File: src/rtl/mult_pkg.sv
// mult_pkg: shared state encoding and widths for the multiplier result serializer
package mult_pkg;
  typedef enum logic {IDLE, SHIFT} state_t;
  localparam int PROD_W = 38;
  localparam int DROP_CNT_W = 8;
endpackage

File: src/rtl/mult_result_holdbuf.sv
// mult_result_holdbuf: one-entry holding register that parks a product while a frame is shifting
module mult_result_holdbuf
  import mult_pkg::*;
#(
  parameter int WIDTH = PROD_W
) (
  input  logic             clk,
  input  logic             reset,
  input  logic             wr_en,
  input  logic             rd_en,
  input  logic [WIDTH-1:0] din,
  output logic [WIDTH-1:0] dout,
  output logic             full
);
  always_ff @(posedge clk) begin
    if (reset) begin
      dout <= '0;
      full <= 1'b0;
    end else begin
      if (wr_en) dout <= din;
      full <= wr_en | (full & ~rd_en);
    end
  end
endmodule

File: src/rtl/mult_result_serializer.sv
// mult_result_serializer: shifts multiplier products out one bit per s_en, one product buffered, overflow counted
module mult_result_serializer
  import mult_pkg::*;
#(
  parameter int WIDTH     = PROD_W,
  parameter bit MSB_FIRST = 1'b0
) (
  input  logic                  clk,
  input  logic                  reset,
  input  logic [WIDTH-1:0]      z,
  input  logic                  z_valid,
  output logic                  z_ready,
  input  logic                  s_en,
  output logic                  sdata,
  output logic                  sframe,
  output logic                  slast,
  output logic [DROP_CNT_W-1:0] drop_cnt
);
  localparam int CW = $clog2(WIDTH);
  state_t state, state_nx;
  logic [WIDTH-1:0] shreg, shreg_nx, buf_q, shifted;
  logic [CW-1:0] cnt, cnt_nx;
  logic buf_full, drain, buf_wr, buf_rd;
  assign sframe  = state == SHIFT;
  assign sdata   = sframe & (MSB_FIRST ? shreg[WIDTH-1] : shreg[0]);
  assign slast   = sframe & (cnt == CW'(WIDTH-1));
  assign drain   = slast & s_en;
  assign z_ready = ~sframe | ~buf_full | drain;
  // in IDLE the product goes straight to the shift register, never the buffer
  assign buf_wr  = sframe & z_valid & z_ready;
  assign buf_rd  = drain & buf_full;
  assign shifted = MSB_FIRST ? {shreg[WIDTH-2:0], 1'b0} : {1'b0, shreg[WIDTH-1:1]};
  mult_result_holdbuf #(.WIDTH(WIDTH)) u_holdbuf (
    .clk   (clk),
    .reset (reset),
    .wr_en (buf_wr),
    .rd_en (buf_rd),
    .din   (z),
    .dout  (buf_q),
    .full  (buf_full)
  );
  always_comb begin
    state_nx = state;
    shreg_nx = shreg;
    cnt_nx   = cnt;
    if (!sframe) begin
      state_nx = z_valid ? SHIFT : IDLE;
      shreg_nx = z_valid ? z : shreg;
      cnt_nx   = '0;
    end else if (drain) begin
      state_nx = buf_full ? SHIFT : IDLE;
      shreg_nx = buf_full ? buf_q : '0;
      cnt_nx   = '0;
    end else if (s_en) begin
      shreg_nx = shifted;
      cnt_nx   = cnt + 1'b1;
    end
  end
  always_ff @(posedge clk) begin
    if (reset) begin
      state <= IDLE;
      shreg <= '0;
      cnt   <= '0;
    end else begin
      state <= state_nx;
      shreg <= shreg_nx;
      cnt   <= cnt_nx;
    end
  end
  always_ff @(posedge clk) begin
    if (reset) drop_cnt <= '0;
    else if (z_valid & ~z_ready & (drop_cnt != '1)) drop_cnt <= drop_cnt + 1'b1;
  end
endmodule

File: config.mk
export PLATFORM = sky130hd
export DESIGN_NAME = mult_result_serializer
export DESIGN_NICKNAME = d
export VERILOG_FILES = /design/src/rtl/mult_pkg.sv /design/src/rtl/mult_result_holdbuf.sv /design/src/rtl/mult_result_serializer.sv
export SDC_FILE = /design/constraint.sdc
export NUM_CORES = 1
export LEC_CHECK = 0
export BUFFER_PORTS_ARGS = -buffer_cell sky130_fd_sc_hd__buf_4
export CAP_MARGIN = 10
export CELL_PAD_IN_SITES_DETAIL_PLACEMENT = 1
export CELL_PAD_IN_SITES_GLOBAL_PLACEMENT = 1
export CORE_AREA = 5 5 107 109
export CTS_BUF_LIST = sky130_fd_sc_hd__clkbuf_4
export CTS_CLUSTER_DIAMETER = 60
export DETAILED_ROUTE_END_ITERATION = 10
export DIE_AREA = 0 0 112 114
export GPL_ROUTABILITY_DRIVEN = 0
export PLACE_DENSITY_LB_ADDON = 0.1
export RECOVER_POWER = 50
export SYNTH_ARGS = -nofsm -noshare
export SYNTH_HDL_FRONTEND = slang
export SYNTH_SLANG_ARGS = --single-unit
File: constraint.sdc
create_clock -name clk -period 2.16 [get_ports clk]
set_clock_uncertainty 0.05 [all_clocks]
set_input_delay 0.216 -clock clk [delete_from_list [all_inputs] [get_ports clk]]
set_output_delay 0.216 -clock clk [all_outputs]
set_load 0.1 [all_outputs]
Yosys cells after proc, flatten, opt, wreduce, memory -nomap -nowiden
Cells that the tools add are included.
- memories: 0
- word-level logic and storage cells: 39
- output and inout bits: 12
- flip-flop bits (word level): 92
- bits in latches: 0
- ROM bits: 0
- RAM bits: 0
- input bits: 42
- divide/modulo/power cells: 0
- reductions and logical operators: 3
- shifts and indexed selects: 0
- multipliers: 0
- add/sub/neg operators: 2
- equality and inequality tests: 3
- order comparisons: 0
- multiplexer cells: 9
- bitwise gates (word level): 16
- operators by type and width (kind ; count):
    $mux 38 ; 5
    $and 1x1->1 ; 9
    $add 8x1->8 const B ; 1
    $ne 8x8->1 const B ; 1
    $add 6x1->6 const B ; 1
    $eq 6x6->1 const B ; 1
    $mux 1 ; 4
    $not 1->1 ; 4
    $ne 3x2->1 const B ; 1
    $or 1x1->1 ; 3
    $reduce_or 3->1 ; 1
    $reduce_and 2->1 ; 1
    $reduce_bool 2->1 ; 1

Logic depth before layout (Yosys ltp)
- word-level depth: 7
- depth in mapped cells: 9
- gate-level depth less buffers: 6

By module
A second synthesis with hierarchy kept.
- cell total of the unflattened synthesis: 526
- area, all modules: 4321.6 um^2
- by module, submodules not included (module ; cells an instance ; times used ; seq. area each (um^2) ; area each (um^2)):
    mult_result_serializer ; 399 ; 1 ; 1061.0 ; 2919.0
    mult_result_holdbuf ; 127 ; 1 ; 780.7 ; 1402.6

Worst setup path before layout
No wires, ideal clock.
- kind: reg2out
- start: register state (netlist: sframe)
- end: output port slast
- required time: 1.894 ns
- setup slack: -0.708 ns
- buffers on the path: 3
- arrival time: 2.602 ns
- cell stages (with the launch flop): 5
- cells stage by stage: dfxtp_1 buf_2 buf_1 clkbuf_1 and2_1
- word-level cells in the longest chain between the ends: 1
- ends and longest elaborated chain (element ; RTL line ; text):
    from (decl) ; mult_result_serializer.sv:20 ; state_t state, state_nx;
    from (signal assigned) ; mult_result_serializer.sv:65 ; state <= state_nx;
    $and 1x1->1 ; mult_result_serializer.sv:26 ; assign slast = sframe & (cnt == CW'(WIDTH-1));
    to (decl) ; mult_result_serializer.sv:16 ; output logic slast,
No other way between the ends.

Final worst setup path
- start: register cnt[4]
- end: output port z_ready
- word-level cells in the longest chain between the ends: 4
- ends and longest elaborated chain (element ; RTL line ; text):
    from (decl) ; mult_result_serializer.sv:22 ; logic [CW-1:0] cnt, cnt_nx;
    from (signal assigned) ; mult_result_serializer.sv:67 ; cnt <= cnt_nx;
    $eq 6x6->1 ; mult_result_serializer.sv:26 ;
    $and 1x1->1 ; mult_result_serializer.sv:26 ;
    $and 1x1->1 ; mult_result_serializer.sv:27 ; assign drain = slast & s_en;
    $or 1x1->1 ; mult_result_serializer.sv:28 ; assign z_ready = ~sframe | ~buf_full | drain;
    to (decl) ; mult_result_serializer.sv:12 ; output logic z_ready,
No other way between the ends.

==> impl_metrics.ini <==
[final_layout]
design_area_mm2 = 0.00562
drive_gt1_frac = 0.169
nets = 685
n_antenna_cell = 0
finish.utilization = 0.534
fin_cells = 785
area_delta_synth_final_pct = 26.4

[global_routing]
grt_start_max_net_pins = 49
grt_pass1_wl_um = 22200
grt_pass1_vias = 4544
antenna_found_initial = 0
gr-usage-all-layers = 0.208
grt.overflow.total = 0

[sta]
whs_ns = 0.233
finalSetupViolations = 0
final_max_slew_viol_count = 0
setup_slack_ns = 0.0968
hold_viol = 0
finalCriticalPeriod_ns = 2.06
fin_crit_sh = 0.955
slew_headroom = 0.639
finalSetupTns_ns = 0
max_freq_mhz = 485
tightest_slew_ns = 0.543

[setup_path]
start_kind = flip-flop
timing_worst_setup_path_type = flip-flop to primary output
worstSetupEndpoint = z_ready
r2r_end = shreg[26]$_SDFFE_PP0P_
arrival_ns = 1.80
r2r_cells = 7
critPathRequiredTime_ns = 1.89
worstReg2RegStart = cnt[1]$_SDFFE_PP0P_
crit_chain = or3b_4 > buf_12 > nor2_4 > nand2_1 > nand3_2 > buf_12
cp_common_cell = buf_12
end_kind = primary output
reg2reg_slack_ns = 0.15
crit_path_start = cnt[4]$_SDFFE_PP0P_
crit_fanout = 5
slowest_delay_ns = 0.43
cp_slowest_cell = or3b_4

[power]
vdd_drop_max_mv = 0.248
finalPower_mw = 3.49
p_leak_nw = 2.07
power_density_mw_per_mm2 = 621

[route]
vias_per_cell = 5.53
route.vias.total = 4343
totalWireLength_um = 12700
antenna_left = 0
wl_per_cell_um = 16.1
drtIter0Drc = 231
drc = 0
firstDrtPassIters = 4

[outcome]
status = finished, final reports clean

[synthesis]
synth_edf_count = 0
synth.distinct_cells = 36
ys.flop_type = dfxtp_1
synth_commonest_cells = nand2_1 (135), dfxtp_1 (92), nor2_1 (48)
yosysWarnings = 0
synth_nets = 612
synthesis.area_mm2 = 0.00444
post-synth-top-count-cell = nand2_1
yosysSeqAreaShare = 0.414
ys_ff_latch = 92
synth_top_area_share = 0.414
netlist_instances = 567
avgSynthCellArea_um2 = 7.84
synth_top_area_cell = dfxtp_1
yosys-top-cells-area = dfxtp_1 (41%), nand2_1 (11%), mux2i_1 (8.8%)
ys_async_sr_fraction = 0

[floorplanning]
placementRows = 38
io_pins = 54
die-area_mm2 = 0.0128
die_y_um = 114
start_util = 0.423
die_w_um = 112
core_area_mm2 = 0.0105

[clock_network]
insertion_delay_ns = 0.43
htree_levels = 3
clkSlewWorstSetupHoldPaths_ns = 0.14
cts_tree = done
cts-root-buf = clkbuf_4
cts_buffers = 9
clockBufferDepth = 2
cts.sinks = 92

[min_path]
hold_path.class = input pin to flip-flop

[placement]
dpl-instance-area_mm2 = 0.00500
place_ws_ns = 0.158
post-dp-hpwl_um = 7980
dp.cells = 725
port_buffers = 53

[job]
timing.max_cap.violations = 0
==> report_power, final <==
| group | total [mW] | switching [mW] | internal (mW) |
|---|---|---|---|
| clock | 1.07 | 0.581 | 0.491 |
| combinational | 0.555 | 0.310 | 0.244 |
| sequential | 1.86 | 0.0608 | 1.80 |
==> cell families (layout without fill, tap and decap cells) <==
| logic type | count (synthesis) | after routing | synth area share |
|---|---|---|---|
| AND/OR/NAND/NOR | 271 | 271 | 0.261 |
| multiplexers | 39 | 39 | 0.0878 |
| adder cells (fa/ha/maj) | 3 | 3 | 0.00845 |
| XOR/XNOR | 5 | 5 | 0.00986 |
| flip-flops | 92 | 92 | 0.414 |
| buffers and inverters | 61 | 139 | 0.0602 |
| AO/OA/AOI/OAI | 96 | 96 | 0.158 |
==> worst min path at each step <==
| stage | start | end | slack, ns | cells after the start |
|---|---|---|---|---|
| 6_report | reset | u_holdbuf.dout[33]$_SDFFE_PP0P_ | 0.23 | 4 |
| 2_1_floorplan | z[0] | u_holdbuf.dout[0]$_SDFFE_PP0P_ | 0.31 | 2 |
| 4_1_cts | z_valid | sframe$_SDFF_PP0_ | 0.009 | 2 |
| 5_1_grt | reset | u_holdbuf.dout[1]$_SDFFE_PP0P_ | 0.24 | 4 |
| 3_3_place_gp | u_holdbuf.dout[35]$_SDFFE_PP0P_ | u_holdbuf.dout[35]$_SDFFE_PP0P_ | 0.39 | 2 |
| 3_5_place_dp | u_holdbuf.dout[0]$_SDFFE_PP0P_ | u_holdbuf.dout[0]$_SDFFE_PP0P_ | 0.40 | 2 |
==> sequential cells by signal, indices dropped and copies added, names as in the netlist <==
register,cells
u_holdbuf.dout,38
cnt,6
sframe,1
u_holdbuf.full,1
drop_cnt,8
shreg,38
==> layer usage <==
layer	part of all wire	GRT usage	routed length (µm)	up-vias
met2	0.50	0.368	6280	49
met4	0.0088	0.0617	111	0
met5	0	0	0	-
met3	0.026	0.0292	327	8
met1	0.47	0.265	5950	2117
li1	-	-	-	2169
==> placed cells by master (no fill, tap or decap), drive strengths merged <==
| cell type | synthesis | final |
|---|---|---|
| nor3 | 37 | 37 |
| dfxtp | 92 | 92 |
| a211oi | 1 | 1 |
| nor2 | 48 | 48 |
| and2 | 3 | 3 |
| nand4 | 7 | 7 |
| dlygate4sd3 | 0 | 40 |
| or3b | 1 | 1 |
| inv | 4 | 4 |
| or4 | 3 | 3 |
| o311ai | 2 | 2 |
| o21ai | 5 | 5 |
| a31oi | 37 | 37 |
| xor2 | 3 | 3 |
| nand3 | 30 | 30 |
| nand2 | 135 | 135 |
| xnor2 | 2 | 2 |
| clkinvlp | 0 | 1 |
| a311oi | 38 | 38 |
| nor2b | 1 | 1 |
| or3 | 3 | 3 |
| mux2i | 39 | 39 |
| o41ai | 1 | 1 |
| bufinv | 0 | 2 |
| o31ai | 4 | 4 |
| and3 | 2 | 2 |
| clkbuf | 46 | 20 |
| buf | 11 | 70 |
| a21oi | 7 | 7 |
| or2 | 1 | 1 |
| o221a | 1 | 1 |
| clkinv | 0 | 2 |
| ha | 3 | 3 |
==> worst max-delay path: cells and delay by family, from the launching register on <==
kind,cells,cell delay [ns]
flip-flops,1,0.36
buffers and inverters,2,0.32
AND/OR/NAND/NOR,4,0.67
==> cell type report <==
cell class / instances / area [µm²]
clock buffer: 11 / 82.6
multi-input combinational: 414 / 2370
clock inverter: 5 / 76.3
sequential: 92 / 1850
inverter: 4 / 15.0
tap: 140 / 175
timing repair buffer: 119 / 1050
fill: 1271 / 4890
==> what timing repair did <==
action / in CTS / in global routing
gates resized for setup: 12 / 3
hold buffers: 39 / 1
endpoints found under the hold margin: 71 / 1
pin swaps: 0 / 1
setup buffers: 2 / 2
endpoints found under the setup margin: 2 / 2
Power figures use the tool's default switching activity.
